**src/rtl/image_pkg.sv**
```systemverilog
// Shared types for the image decimator: pass mode, FSM state and a width helper.
package image_pkg;

  typedef enum logic {
    SUBSAMPLE = 1'b0,
    AVERAGE   = 1'b1
  } decimate_mode_t;

  typedef enum logic [1:0] {
    IDLE  = 2'd0,
    READ  = 2'd1,
    DRAIN = 2'd2,
    DONE  = 2'd3
  } decimate_state_t;

  // Index width for n entries, never narrower than one bit.
  function automatic int clog2_min1(input int n);
    return (n > 1) ? $clog2(n) : 1;
  endfunction

endpackage

```
**src/rtl/image_decimate_if.sv**
```systemverilog
// Source-read / destination-write bus of the image decimator.
interface image_decimate_if #(
  parameter int BIT_DEPTH = 8,
  parameter int RD_AW     = 12,
  parameter int WR_AW     = 10
);
  // Valid-only protocol, no back-pressure: ext_read_addr is a request in every
  // cycle ext_read_addr_valid is high and its data arrives on ext_pixel_in a
  // fixed READ_LATENCY cycles later; ext_write_addr/ext_pixel_out form one
  // write in every cycle ext_write_valid is high and must be taken that cycle.
  logic [RD_AW-1:0]     ext_read_addr;
  logic                 ext_read_addr_valid;
  logic [BIT_DEPTH-1:0] ext_pixel_in;
  logic [WR_AW-1:0]     ext_write_addr;
  logic                 ext_write_valid;
  logic [BIT_DEPTH-1:0] ext_pixel_out;

  modport master (
    output ext_read_addr, ext_read_addr_valid,
    input  ext_pixel_in,
    output ext_write_addr, ext_write_valid, ext_pixel_out
  );

  modport slave (
    input  ext_read_addr, ext_read_addr_valid,
    output ext_pixel_in,
    input  ext_write_addr, ext_write_valid, ext_pixel_out
  );
endinterface

```
**src/rtl/image_decimate_accum.sv**
```systemverilog
// Row accumulator, line buffer and output divide for the decimator.
// IMAGE_DECIMATE_ROUND_EN selects round-half-up instead of truncating averages.
module image_decimate_accum
  import image_pkg::*;
#(
  parameter int BIT_DEPTH   = 8,
  parameter int OLD_WIDTH   = 64,
  parameter int FACTOR_LOG2 = 1,
  parameter int XW          = 6,
  parameter int YW          = 6,
  parameter int WAW         = 10
) (
  input  logic                 clk_in,
  input  logic                 rst_in,
  input  logic                 pix_valid,
  input  logic [XW-1:0]        pix_x,
  input  logic [YW-1:0]        pix_y,
  input  logic [BIT_DEPTH-1:0] pixel,
  input  decimate_mode_t       mode,
  output logic                 wr_valid,
  output logic [WAW-1:0]       wr_addr,
  output logic [BIT_DEPTH-1:0] wr_data
);
  localparam int F         = 1 << FACTOR_LOG2;
  localparam int NEW_WIDTH = OLD_WIDTH / F;
  localparam int RW        = BIT_DEPTH + FACTOR_LOG2;
  localparam int SW        = BIT_DEPTH + 2 * FACTOR_LOG2;
  localparam int LBW       = clog2_min1(NEW_WIDTH);
  localparam logic [FACTOR_LOG2-1:0] PH_LAST = '1;

  logic [FACTOR_LOG2-1:0] x_ph, y_ph;
  logic [XW-1:0]          bx;
  logic [YW-1:0]          by;
  logic [LBW-1:0]         lb_idx;
  logic [RW-1:0]          row_acc, row_sum;
  logic [SW-1:0]          lb [NEW_WIDTH];
  logic [SW-1:0]          lb_prev, block_sum, rounded;
  logic                   fire;
  logic [BIT_DEPTH-1:0]   out_val;
  logic [WAW-1:0]         out_addr;

  assign x_ph   = pix_x[FACTOR_LOG2-1:0];
  assign y_ph   = pix_y[FACTOR_LOG2-1:0];
  assign bx     = pix_x >> FACTOR_LOG2;
  assign by     = pix_y >> FACTOR_LOG2;
  assign lb_idx = LBW'(bx);

  // The first pixel of a row segment and the first row of a block band start
  // fresh, so stale line-buffer contents never reach an output.
  assign row_sum   = ((x_ph == '0) ? '0 : row_acc) + RW'(pixel);
  assign lb_prev   = (y_ph == '0) ? '0 : lb[lb_idx];
  assign block_sum = lb_prev + SW'(row_sum);

`ifdef IMAGE_DECIMATE_ROUND_EN
  localparam logic [SW-1:0] HALF = SW'(1) << (2 * FACTOR_LOG2 - 1);
  assign rounded = block_sum + HALF;
`else
  assign rounded = block_sum;
`endif

  always_comb begin
    fire     = 1'b0;
    out_val  = '0;
    out_addr = WAW'(int'(by) * NEW_WIDTH + int'(bx));
    if (mode == SUBSAMPLE) begin
      fire    = pix_valid && (x_ph == '0) && (y_ph == '0);
      out_val = pixel;
    end else begin
      fire    = pix_valid && (x_ph == PH_LAST) && (y_ph == PH_LAST);
      out_val = BIT_DEPTH'(rounded >> (2 * FACTOR_LOG2));
    end
  end

  always_ff @(posedge clk_in or posedge rst_in) begin
    if (rst_in) begin
      row_acc <= '0;
    end else if (pix_valid) begin
      row_acc <= row_sum;
    end
  end

  always_ff @(posedge clk_in) begin
    if (pix_valid && (x_ph == PH_LAST)) begin
      lb[lb_idx] <= block_sum;
    end
  end

  always_ff @(posedge clk_in or posedge rst_in) begin
    if (rst_in) begin
      wr_valid <= 1'b0;
      wr_addr  <= '0;
      wr_data  <= '0;
    end else begin
      wr_valid <= fire;
      if (fire) begin
        wr_addr <= out_addr;
        wr_data <= out_val;
      end
    end
  end

endmodule

```
**src/rtl/image_decimate.sv**
```systemverilog
// Image decimator top: pass FSM, raster read counters and read-latency tag pipe.
// IMAGE_DECIMATE_ROUND_EN (see image_decimate_accum) enables rounded averages.
module image_decimate
  import image_pkg::*;
#(
  parameter int BIT_DEPTH    = 8,
  parameter int OLD_WIDTH    = 64,
  parameter int OLD_HEIGHT   = 64,
  parameter int FACTOR_LOG2  = 1,
  parameter int READ_LATENCY = 2
) (
  input  logic             clk_in,
  input  logic             rst_in,
  input  logic             start_in,
  input  logic             mode_in,
  image_decimate_if.master bus,
  output logic             busy_out,
  output logic             done_out,
  output decimate_state_t  state_dbg
);
  localparam int F          = 1 << FACTOR_LOG2;
  localparam int NEW_WIDTH  = OLD_WIDTH / F;
  localparam int NEW_HEIGHT = OLD_HEIGHT / F;
  localparam int XW         = clog2_min1(OLD_WIDTH);
  localparam int YW         = clog2_min1(OLD_HEIGHT);
  localparam int RAW        = clog2_min1(OLD_WIDTH * OLD_HEIGHT);
  localparam int WAW        = clog2_min1(NEW_WIDTH * NEW_HEIGHT);
  localparam int DW         = clog2_min1(READ_LATENCY + 2);
  localparam logic [XW-1:0] X_LAST     = XW'(OLD_WIDTH - 1);
  localparam logic [YW-1:0] Y_LAST     = YW'(OLD_HEIGHT - 1);
  localparam logic [DW-1:0] DRAIN_LAST = DW'(READ_LATENCY);

  decimate_state_t state, state_nxt;
  decimate_mode_t  mode_q;
  logic [XW-1:0]   x_cnt;
  logic [YW-1:0]   y_cnt;
  logic [RAW-1:0]  rd_addr;
  logic [DW-1:0]   drain_cnt;
  logic            last_req, rd_valid, accept;

  logic [READ_LATENCY-1:0] pipe_v;
  logic [XW-1:0]           pipe_x [READ_LATENCY];
  logic [YW-1:0]           pipe_y [READ_LATENCY];

  assign last_req = (x_cnt == X_LAST) && (y_cnt == Y_LAST);
  assign accept   = (state == IDLE) && start_in;

  always_ff @(posedge clk_in or posedge rst_in) begin
    if (rst_in) state <= IDLE;
    else        state <= state_nxt;
  end

  // DRAIN lasts READ_LATENCY+1 cycles: the last data return plus its write.
  always_comb begin
    state_nxt = state;
    unique case (state)
      IDLE:    if (start_in) state_nxt = READ;
      READ:    if (last_req) state_nxt = DRAIN;
      DRAIN:   if (drain_cnt == DRAIN_LAST) state_nxt = DONE;
      DONE:    state_nxt = IDLE;
      default: state_nxt = IDLE;
    endcase
  end

  always_comb begin
    rd_valid = (state == READ);
    busy_out = (state != IDLE);
    done_out = (state == DONE);
  end

  always_ff @(posedge clk_in or posedge rst_in) begin
    if (rst_in) begin
      x_cnt     <= '0;
      y_cnt     <= '0;
      rd_addr   <= '0;
      drain_cnt <= '0;
      mode_q    <= SUBSAMPLE;
    end else begin
      if (accept) begin
        x_cnt   <= '0;
        y_cnt   <= '0;
        rd_addr <= '0;
        mode_q  <= mode_in ? AVERAGE : SUBSAMPLE;
      end else if (rd_valid) begin
        rd_addr <= last_req ? '0 : rd_addr + 1'b1;
        if (x_cnt == X_LAST) begin
          x_cnt <= '0;
          y_cnt <= (y_cnt == Y_LAST) ? '0 : y_cnt + 1'b1;
        end else begin
          x_cnt <= x_cnt + 1'b1;
        end
      end
      drain_cnt <= (state == DRAIN) ? drain_cnt + 1'b1 : '0;
    end
  end

  // Tag each request with its coordinates so the tail stage lines up with
  // the data the source returns READ_LATENCY cycles later.
  always_ff @(posedge clk_in or posedge rst_in) begin
    if (rst_in) begin
      pipe_v <= '0;
      for (int i = 0; i < READ_LATENCY; i++) begin
        pipe_x[i] <= '0;
        pipe_y[i] <= '0;
      end
    end else begin
      pipe_v[0] <= rd_valid;
      pipe_x[0] <= x_cnt;
      pipe_y[0] <= y_cnt;
      for (int i = 1; i < READ_LATENCY; i++) begin
        pipe_v[i] <= pipe_v[i-1];
        pipe_x[i] <= pipe_x[i-1];
        pipe_y[i] <= pipe_y[i-1];
      end
    end
  end

  assign bus.ext_read_addr       = rd_addr;
  assign bus.ext_read_addr_valid = rd_valid;
  assign state_dbg               = state;

  image_decimate_accum #(
    .BIT_DEPTH   (BIT_DEPTH),
    .OLD_WIDTH   (OLD_WIDTH),
    .FACTOR_LOG2 (FACTOR_LOG2),
    .XW          (XW),
    .YW          (YW),
    .WAW         (WAW)
  ) u_accum (
    .clk_in    (clk_in),
    .rst_in    (rst_in),
    .pix_valid (pipe_v[READ_LATENCY-1]),
    .pix_x     (pipe_x[READ_LATENCY-1]),
    .pix_y     (pipe_y[READ_LATENCY-1]),
    .pixel     (bus.ext_pixel_in),
    .mode      (mode_q),
    .wr_valid  (bus.ext_write_valid),
    .wr_addr   (bus.ext_write_addr),
    .wr_data   (bus.ext_pixel_out)
  );

endmodule

```
**src/flat_wrapper.sv**
```systemverilog
// flat-port wrapper written by rule: the top's interface ports become plain ports
module image_decimate_flat import image_pkg::*;
#(
  parameter int BIT_DEPTH    = 8,
  parameter int OLD_WIDTH    = 64,
  parameter int OLD_HEIGHT   = 64,
  parameter int FACTOR_LOG2  = 1,
  parameter int READ_LATENCY = 2
)
  (clk_in, rst_in, start_in, mode_in, busy_out, done_out, state_dbg, bus_ext_read_addr, bus_ext_read_addr_valid, bus_ext_pixel_in, bus_ext_write_addr, bus_ext_write_valid, bus_ext_pixel_out);
  image_decimate_if #(.BIT_DEPTH(BIT_DEPTH)) bus_i ();
  input  logic clk_in;
  input  logic rst_in;
  input  logic start_in;
  input  logic mode_in;
  output logic busy_out;
  output logic done_out;
  output decimate_state_t state_dbg;
  output wire logic [$bits(bus_i.ext_read_addr)-1:0] bus_ext_read_addr;
  output wire logic [$bits(bus_i.ext_read_addr_valid)-1:0] bus_ext_read_addr_valid;
  input wire logic [$bits(bus_i.ext_pixel_in)-1:0] bus_ext_pixel_in;
  output wire logic [$bits(bus_i.ext_write_addr)-1:0] bus_ext_write_addr;
  output wire logic [$bits(bus_i.ext_write_valid)-1:0] bus_ext_write_valid;
  output wire logic [$bits(bus_i.ext_pixel_out)-1:0] bus_ext_pixel_out;
  assign bus_ext_read_addr = bus_i.ext_read_addr;
  assign bus_ext_read_addr_valid = bus_i.ext_read_addr_valid;
  assign bus_i.ext_pixel_in = bus_ext_pixel_in;
  assign bus_ext_write_addr = bus_i.ext_write_addr;
  assign bus_ext_write_valid = bus_i.ext_write_valid;
  assign bus_ext_pixel_out = bus_i.ext_pixel_out;
  image_decimate #(.BIT_DEPTH(BIT_DEPTH), .OLD_WIDTH(OLD_WIDTH), .OLD_HEIGHT(OLD_HEIGHT), .FACTOR_LOG2(FACTOR_LOG2), .READ_LATENCY(READ_LATENCY)) u_core (.clk_in(clk_in), .rst_in(rst_in), .start_in(start_in), .mode_in(mode_in), .bus(bus_i), .busy_out(busy_out), .done_out(done_out), .state_dbg(state_dbg));
endmodule
```
**config.mk**
```make
export PLATFORM = sky130hd
export DESIGN_NAME = image_decimate_flat
export DESIGN_NICKNAME = d
export VERILOG_FILES = /design/src/rtl/image_pkg.sv /design/src/rtl/image_decimate_if.sv /design/src/rtl/image_decimate_accum.sv /design/src/rtl/image_decimate.sv /design/src/flat_wrapper.sv
export SDC_FILE = /design/constraint.sdc
export NUM_CORES = 1
export LEC_CHECK = 0
export ABC_CLOCK_PERIOD_IN_PS = 5100
export BUFFER_PORTS_ARGS = -buffer_cell sky130_fd_sc_hd__buf_2
export CORE_MARGIN = 1
export CORE_UTILIZATION = 36
export DETAILED_ROUTE_END_ITERATION = 6
export GPL_TIMING_DRIVEN = 0
export SKIP_CTS_REPAIR_TIMING = 1
export SLEW_MARGIN = 20
export SYNTH_ARGS = -nofsm -noshare
export SYNTH_HDL_FRONTEND = slang
export SYNTH_SLANG_ARGS = --single-unit
```
**constraint.sdc**
```tcl
create_clock -name clk_in -period 5.1 [get_ports clk_in]
set_clock_uncertainty 0.05 [all_clocks]
set_input_delay 0.51 -clock clk_in [delete_from_list [all_inputs] [get_ports clk_in]]
set_output_delay 0.51 -clock clk_in [all_outputs]
set_load 0.05 [all_outputs]
```
==> flow_summary.yaml <==
global_route:
  grt_pass1_wl_um: 58000
  grt_max_degree: 44
  gr-usage-met1_pct: 23.7
  grt_pass1_vias: 9053
  met3_usage_pct: 3.10
  track_usage_pct: 17.0
  grt_overflow: 0
  use_met2_pct: 26.8
  antenna_found_initial: 0
  busiest_layer: "met2"
die:
  row_count: 77
  start_util_pct: 36.7
  die_h_um: 215
  fp.coreArea_um2: 44400
  fp.dieW_um: 215
  die-area_um2: 46100
  io_pins: 48
setup_path:
  worstSetupPathType: "flip-flop to flip-flop"
  crit_required_ns: 5.34
  crit_chain: "clkbuf_1 -> mux4_2 -> a22o_1 -> a221oi_1 -> a31oi_1 -> ha_1 -> o21ai_0 -> o21ai_0 -> a21oi_1 -> o21bai_1 -> xor2_4 -> buf_16"
  cpPeakStageDelay_ns: 0.72
  startpoint_type: "flip-flop"
  cp.arrival_ns: 5.11
  path_delay_family: "compound AO/OA/AOI/OAI gates"
  worst-path-max-fanout: 29
  end_kind: "flip-flop"
  worst_path_max_delay_cell: "clkbuf_1"
  path_common_cell: "o21ai_0"
  path_buf_inv: 2
outcome:
  status: "completed"
cells_and_area:
  nFillCells: 3879
  drive_above_1_share_pct: 23.9
  final_util_pct: 43.1
  stdcell_count: 1679
  stdcell_area_um2: 19100
  area_growth_pct: 17.3
  final_nets: 1092
  antenna_cells: 0
cts:
  cts_buffers: 43
  tritoncts: "built"
  cts_sinks: 403
  root_buffer: "clkbuf_16"
  h-tree-depth: 2
  clkTransAtPathRegs_ns: 0.06
  cts.path.max_buffers: 3
  clk_latency_ns: 0.57
logic_synthesis:
  synth_area_um2: 16300
  async_reset_ff_share_pct: 20.6
  ys_types: 57
  synth.top_cells.by_area: "edfxtp_1, dfrtp_1, mux4_2"
  yosys_register_bits: 403
  syn_inst: 944
  yosysSeqAreaShare_pct: 71.7
  syn-num-nets: 984
  synth_edf_count: 320
  synth_top_area_share_pct: 58.9
  synth_top_area_cell: "edfxtp_1"
  synth-main-ff-cell: "edfxtp_1"
  ys.warnings.count: 0
  syn_avg_cell_area_um2: 17.3
route:
  drc: 0
  drt-pass1-iter-count: 5
  detail-route-antenna-nets: 0
  routedWlPerCell_um: 22.9
  wl_um: 38500
  drtIter0Drc: 754
  vias: 9005
  routed_via_density: 5.36
timing:
  post-route-period-util_pct: 95.6
  worstMarginPinSlew_ns: 1.16
  setup_violations: 0
  fin_crit_ns: 4.87
  rsz0062_at_grt: "false"
  report.final.slew_viol_count: 0
  fmax_mhz: 205
  hold_viol_final: 0
  slew_headroom_pct: 22.5
placement:
  io_buffers: 47
  dp_cells: 1597
  hpwl_um: 25500
  dpl-instance-area_um2: 17600
  gp_congestion: 0.820
worst_hold_path:
  hold_class: "primary input to flip-flop"
job:
  maxCapViolCount: 0
pwr:
  powerDensity_nw_per_um2: 741
  ir_worst_vdd_uv: 509
  leakage_nw: 6.68
[cells in the mapped netlist, types with 3 or more instances]
| cell | number |
|---|---|
| or3_1 | 5 |
| or3b_1 | 3 |
| o21ai_0 | 33 |
| buf_4 | 4 |
| ha_1 | 26 |
| a22oi_1 | 18 |
| nand3_1 | 17 |
| o22ai_1 | 10 |
| and2_1 | 8 |
| a21o_1 | 7 |
| nand3b_1 | 4 |
| mux2_2 | 12 |
| xor2_1 | 11 |
| mux2i_1 | 22 |
| buf_2 | 16 |
| dfrtp_1 | 83 |
| a221oi_1 | 9 |
| inv_1 | 17 |
| nand2_1 | 58 |
| a21oi_1 | 18 |
| and3_1 | 12 |
| nand4_1 | 4 |
| nor2_1 | 51 |
| a31oi_1 | 10 |
| nor2b_1 | 4 |
| nor3_1 | 10 |
| a22o_1 | 11 |
| mux4_2 | 72 |
| xnor2_1 | 11 |
| clkbuf_1 | 21 |
| edfxtp_1 | 320 |
[routing by layer]
layer  wire length, um  part of all wire (%)  up-vias
li1                  -                     -     3964
met1             16800                    44     4708
met2             18400                    48      277
met3              2390                   6.2       56
met4               886                   2.3        0
met5                 0                     0        -
[placed cells by master (no fill, tap or decap), types with 22 or more instances in the layout]
master,Yosys,layout
buf_2,16,58
clkbuf_1,21,30
clkbuf_16,0,44
dfrtp_1,83,83
edfxtp_1,320,320
ha_1,26,26
mux2i_1,22,22
mux4_2,72,72
nand2_1,58,58
nor2_1,51,39
o21ai_0,33,33
[cells by family (layout without fill, tap and decap cells)]
logic type / Yosys count / in the layout / share of synthesized area (%)
multiplexers: 106 / 106 / 12.1
AND/OR/NAND/NOR: 190 / 190 / 5.64
AO/OA/AOI/OAI: 135 / 135 / 5.53
flip-flops: 403 / 403 / 71.7
buffers and inverters: 60 / 203 / 1.60
XOR/XNOR: 22 / 22 / 1.18
adder cells (fa/ha/maj): 28 / 28 / 2.24
[cell type report]
| type | instances | area (um^2) | share of cell area [%] |
|---|---|---|---|
| plain buffers | 41 | 203 | 1.06 |
| inverters | 18 | 70.1 | 0.366 |
| clock inverters | 26 | 299 | 1.56 |
| repair buffers | 64 | 479 | 2.51 |
| flip-flops and latches | 403 | 11700 | 61.1 |
| multi-input cells | 481 | 4510 | 23.6 |
| well taps | 592 | 741 | 3.87 |
| clock buffers | 54 | 1140 | 5.95 |
[final timing paths]
kind                                  startpoint                         to  slack, ns  depth (start not counted)
worst max-delay path            u_core.pipe_x[2]    u_core.u_accum.lb[3][7]       0.23                         12
worst min-delay path                     mode_in              u_core.mode_q       0.12                          3
worst max register to register  u_core.pipe_x[2]    u_core.u_accum.lb[3][7]       0.23                         12
worst min register to register  u_core.pipe_x[7]           u_core.pipe_x[1]       0.29                          0
max in group asynchronous                 rst_in            u_core.x_cnt[1]       3.88                          4
min in group asynchronous                 rst_in  u_core.u_accum.wr_data[1]       0.51                          3
[through the flow]
step	total power [mW]	hold WS (ns)	setup TNS, ns	setup WS (ns)
final	14.2	0.119	0	0.226
after global routing	14.8	0.113	0	0.0146
after CTS	14.2	-0.0547	-9.12	-0.313
after detailed placement	11.0	0.285	-8.75	-0.283
after global placement	9.67	0.283	-391.31	-1.85
after floorplan	8.43	0.281	0	0.815
[registers in the layout, indices dropped and copies added (netlist names)]
signal	count
u_core.u_accum.wr_addr	10
u_core.x_cnt	6
u_core.mode_q	1
u_core.y_cnt	6
u_core.pipe_v	2
u_core.u_accum.wr_valid	1
u_core.bus.ext_read_addr	12
u_core.state_dbg	2
u_core.u_accum.wr_data	8
u_core.u_accum.lb	320
u_core.drain_cnt	2
u_core.pipe_y	12
u_core.pipe_x	12
u_core.u_accum.row_acc	9
[worst register-to-register path: stages (launching register included)]
cell and delay, ns:
dfrtp_1 0.39, clkbuf_1 0.72, mux4_2 0.48, a22o_1 0.27
a221oi_1 0.68, a31oi_1 0.24, ha_1 0.40, o21ai_0 0.13
o21ai_0 0.18, a21oi_1 0.14, o21bai_1 0.51, xor2_4 0.19
buf_16 0.22
[report_power, final]
part	switching (mW)	internal, mW
combinational	3.63	1.80
sequential	0.149	5.41
clock	1.28	1.90
Power figures use the tool's default switching activity.
